===== config.mk =====
export PLATFORM = sky130hd
export DESIGN_NAME = sbox_arbiter
export DESIGN_NICKNAME = d
export VERILOG_FILES = /design/src/rtl/sbox_arbiter.sv
export SDC_FILE = /design/constraint.sdc
export NUM_CORES = 1
export LEC_CHECK = 0
export CAP_MARGIN = 20
export CORE_ASPECT_RATIO = 1.5
export CORE_MARGIN = 2
export CORE_UTILIZATION = 33
export DETAILED_ROUTE_END_ITERATION = 6
export PLACE_DENSITY = 0.92
export SETUP_SLACK_MARGIN = 0.2
export SLEW_MARGIN = 20
export SYNTH_ARGS = -nofsm -noshare
export SYNTH_HDL_FRONTEND = slang
export SYNTH_SLANG_ARGS = --single-unit

===== constraint.sdc =====
create_clock -name clock -period 2.3 [get_ports clock]
set_clock_uncertainty 0.15 [all_clocks]
set_input_delay 0.345 -clock clock [delete_from_list [all_inputs] [get_ports clock]]
set_output_delay 0.345 -clock clock [all_outputs]
set_load 0.05 [all_outputs]

===== src/rtl/sbox_arbiter.sv =====
// Shares one pipelined 32-bit AES S-box between key expansion and the round datapath.
// It arbitrates requests, issues words, tags ownership in flight and routes results back.
module sbox_arbiter #(
    parameter int DATA_W     = 32,
    parameter int SBOX_LAT   = 2,
    parameter int MAX_STREAK = 4
) (
    input  logic              clock,
    input  logic              reset,

    input  logic              key_req,
    input  logic [DATA_W-1:0] key_data,
    output logic              key_gnt,
    output logic              key_res_vld,
    output logic [DATA_W-1:0] key_res,

    input  logic              dp_req,
    input  logic [DATA_W-1:0] dp_data,
    output logic              dp_gnt,
    output logic              dp_res_vld,
    output logic [DATA_W-1:0] dp_res,

    output logic              sbox_in_vld,
    output logic [DATA_W-1:0] sbox_in_data,
    input  logic              sbox_out_vld,
    input  logic [DATA_W-1:0] sbox_out_data,

    output logic              busy,
    output logic              err
);

    localparam int STREAK_W = $clog2(MAX_STREAK + 1);

    typedef enum logic {
        OWN_KEY = 1'b0,
        OWN_DP  = 1'b1
    } owner_e;

    typedef struct packed {
        logic   vld;
        owner_e owner;
    } tag_t;

    logic                r_in_vld;
    logic [DATA_W-1:0]   r_in_data;
    owner_e              r_in_owner;
    logic [STREAK_W-1:0] r_streak;
    tag_t                r_tag [SBOX_LAT];
    logic                r_err;

    logic w_streak_full;
    logic w_key_win;
    logic w_dp_win;
    logic w_grant;
    tag_t w_head;
    logic w_tag_any;

    // Nothing is accepted while reset is held, so grants are qualified by it.
    assign w_streak_full = (r_streak == STREAK_W'(MAX_STREAK));
    assign w_dp_win      = reset & dp_req & (~key_req | w_streak_full);
    assign w_key_win     = reset & key_req & ~w_dp_win;
    assign w_grant       = w_key_win | w_dp_win;

    assign key_gnt = w_key_win;
    assign dp_gnt  = w_dp_win;

    always_ff @(posedge clock or negedge reset) begin
        if (!reset) begin
            r_in_vld   <= 1'b0;
            r_in_data  <= '0;
            r_in_owner <= OWN_KEY;
        end else begin
            r_in_vld <= w_grant;
            if (w_grant) begin
                r_in_data  <= w_dp_win ? dp_data : key_data;
                r_in_owner <= w_dp_win ? OWN_DP : OWN_KEY;
            end
        end
    end

    // Streak only counts key wins that actually starved a waiting datapath request.
    always_ff @(posedge clock or negedge reset) begin
        if (!reset) begin
            r_streak <= '0;
        end else if (!dp_req || w_dp_win) begin
            r_streak <= '0;
        end else if (w_key_win && !w_streak_full) begin
            r_streak <= r_streak + STREAK_W'(1);
        end
    end

    // NOTE: the tag stages are a handful of flops, not a RAM, so clearing them on
    // reset is cheap and is what drops in-flight ownership on a mid-flight reset.
    always_ff @(posedge clock or negedge reset) begin
        if (!reset) begin
            for (int i = 0; i < SBOX_LAT; i++) begin
                r_tag[i] <= '{vld: 1'b0, owner: OWN_KEY};
            end
        end else begin
            r_tag[0] <= '{vld: r_in_vld, owner: r_in_owner};
            for (int i = 1; i < SBOX_LAT; i++) begin
                r_tag[i] <= r_tag[i-1];
            end
        end
    end

    assign w_head = r_tag[SBOX_LAT-1];

    // An untagged result, or a missing one, poisons the block until the next reset.
    always_ff @(posedge clock or negedge reset) begin
        if (!reset) begin
            r_err <= 1'b0;
        end else if (sbox_out_vld != w_head.vld) begin
            r_err <= 1'b1;
        end
    end

    // NOTE: every always_comb output gets a default before the loop, so no latch forms.
    always_comb begin
        w_tag_any = 1'b0;
        for (int i = 0; i < SBOX_LAT; i++) begin
            w_tag_any = w_tag_any | r_tag[i].vld;
        end
    end

    assign key_res_vld = sbox_out_vld & w_head.vld & (w_head.owner == OWN_KEY);
    assign dp_res_vld  = sbox_out_vld & w_head.vld & (w_head.owner == OWN_DP);
    assign key_res     = sbox_out_data;
    assign dp_res      = sbox_out_data;

    assign sbox_in_vld  = r_in_vld;
    assign sbox_in_data = r_in_data;
    assign busy         = r_in_vld | w_tag_any;
    assign err          = r_err;

endmodule


==> results <==
power by group through the flow:
stage | Combinational (mW) | Clock [mW] | Sequential [mW]
2_1_floorplan | 0.469 | 0 | 1.17
3_3_place_gp | 0.806 | 0 | 0.887
3_5_place_dp | 0.820 | 0 | 0.889
4_1_cts | 0.827 | 0.829 | 0.876
5_1_grt | 0.871 | 0.855 | 0.886
6_report | 0.827 | 0.807 | 0.876
state kept, by name, summed over array words and instances (netlist names):
signal / cells
sbox_in_data: 32
r_tag: 4
r_in_owner: 1
sbox_in_vld: 1
r_streak: 3
err: 1
layout make-up:
class	instances	share of cell area, %
Multi-Input combinational cell	120	23.0
Clock inverter	3	1.29
Timing Repair Buffer	120	34.7
Inverter	35	3.82
Sequential cell	42	30.0
Clock buffer	5	3.57
Tap cell	102	3.64
per-layer routing:
layer	global-route usage (%)	routed length, µm	vias up
met3	2.73	412	49
met5	0	0	-
met2	28.6	3620	73
met4	9.24	304	0
met1	17.1	2460	992
li1	-	-	959
timing repair:
action	CTS	global route
hold endpoints to repair	4	0
gates resized for setup	9	4
pin swaps	1	2
hold buffers	1	0
endpoints found under the setup margin	3	2
setup buffers	2	1
metrics by stage:
step                      cells  worst slack [ps]
after floorplan             278               261
after global placement      415               175
after detailed placement    415               156
after CTS                   426               199
after global routing        427               193
final                       427               239
final timing paths:
kind                               endpoint  slack [ps]  depth (start not counted)
setup / recovery                    key_gnt         240                          6
hold / removal             sbox_in_data[10]         140                          2
setup reg to reg            sbox_in_data[0]         560                          6
hold reg to reg                    r_tag[0]         220                          0
max in group asynchronous  sbox_in_data[13]        1320                          2
min in group clock                 r_tag[0]         220                          0
kinds of logic after synthesis:
family                     count (synthesis)  synth area share (%)
and+or+nand+nor                           47                  8.29
adders and majority gates                  3                  1.49
AOI/OAI and AO/OA                         70                  21.4
DFF                                       42                  41.7
buffers and inverters                    116                  27.1
cells in the final DEF, fill, tap and decap left out, types with 2 or more instances in the layout:
| cell | synthesis | final |
|---|---|---|
| a21boi_0 | 3 | 3 |
| buf_12 | 0 | 5 |
| buf_4 | 64 | 11 |
| clkbuf_16 | 0 | 5 |
| clkdlybuf4s50_1 | 0 | 99 |
| clkinvlp_4 | 0 | 2 |
| dfrtp_1 | 42 | 42 |
| dlygate4sd2_1 | 0 | 3 |
| ha_1 | 3 | 2 |
| inv_1 | 34 | 32 |
| inv_2 | 1 | 2 |
| nand2_1 | 34 | 34 |
| nand2b_1 | 3 | 3 |
| nand3_1 | 2 | 2 |
| nor2b_1 | 2 | 2 |
| o211ai_1 | 62 | 62 |
worst register-to-register path: stages (launching register included):
cell and delay [ps]:
dfrtp_1 390, inv_2 90, ha_4 150, a21boi_4 50
buf_4 260, o211a_1 270, a221o_1 260
==> metrics.csv <==
metric,value,unit
finalWirelength,6800,µm
synth_top_cell_area_share,41.7,%
end_kind,primary output,
synth_area_leaders,"dfrtp_1 (42%), buf_4 (19%), o211ai_1 (18%)",
cts.sink_count,42,
post-route-period-util,89.6,%
path_cells,"inv_2, ha_4, a21boi_4, or2_4, and3_4, buf_12",
die-area,8370,µm²
cp_num_buf_inv,2,
cp.required,1800,ps
post-route-min-period,2060,ps
multi_input_area,807,µm²
htreeDepth,2,
clockBufferDepth,2,
powerDensity,716,nW/µm²
slew_headroom,63.8,%
syn_area,2520,µm²
cp_slowest_cell,dfrtp_1,
syn_area_per_cell,9.07,µm²
synth_cell_type_count,24,
stdcell_area,3500,µm²
finalNetCount,428,
crit_path_start,r_streak[0],
hold_slack,140,ps
die_width,75.4,µm
synth-edff-count,0,
yosysSeqAreaShare,41.7,%
fin_total_pwr,2.51,mW
drv_slew,0,
finalCoreUtilization,46.6,%
gp_congestion,0.708,
vias,2073,
diodes,0,
fin_tns_setup,0,ps
synth_warnings,0,
p_int,1.67,mW
maxCapViolCount,0,
core_area,7510,µm²
regArea,1050,µm²
drive_gt1_share,10.5,%
cts_tree,done,
synth_cells,278,
rsz0062_at_grt,no,
pwr-share-clk,32.1,%
cts_buffers,5,
crit_type,flip-flop to primary output,
slowest_delay,390,ps
worst_pin_slew,542,ps
vdd_drop_max,329,µV
drt.antenna.violating_nets,0,
crit_family,simple AND/OR/NAND/NOR gates,
path_max_fanout,3,
initial_core_util,33.5,%
placed_area,3270,µm²
grt_pass1_vias,2129,
row_count,39,
antenna_found_initial,0,
status,finished clean,
port_buffers,107,
r2r_start,r_streak[0],
dp_hpwl,4770,µm
hold_class,input port to asynchronous set/reset pin,
seqPwrFrac,34.9,%
die_h,111,µm
cts_root_buf,clkbuf_16,
synth_area_leader_cell,dfrtp_1,
hold_viol_final,0,
dr.pass1.iters,4,
swShare,33.4,%
ys_ff_latch,42,
synth.most_common_cell,buf_4,
drtIter0Drc,58,
io_pins,204,
grt_overflow,0,
n_fill_cell,738,
track_usage,16.2,%
wl_per_cell,15.9,µm
synth_ff_type,dfrtp_1,
switchingPower,0.839,mW
grt_pass1_wl,10400,µm
setup_viol,0,
leakage,1.51,nW
crit_path_start_kind,flip-flop,
critical_path_arrival,1570,ps
grt_max_degree,42,
drc,0,
combPwrFrac,32.9,%
ys_async_sr_fraction,100,%
avgViaCountPerCell,4.85,
syn_to_final_growth,39.0,%
clk_pin_slew_worst_paths,60,ps
fmax,485,MHz
synth_nets,382,
synth_common_cells,"buf_4 (64), o211ai_1 (62), dfrtp_1 (42)",
insertion_delay,280,ps
No activity file was read; power rests on OpenSTA's default activity.
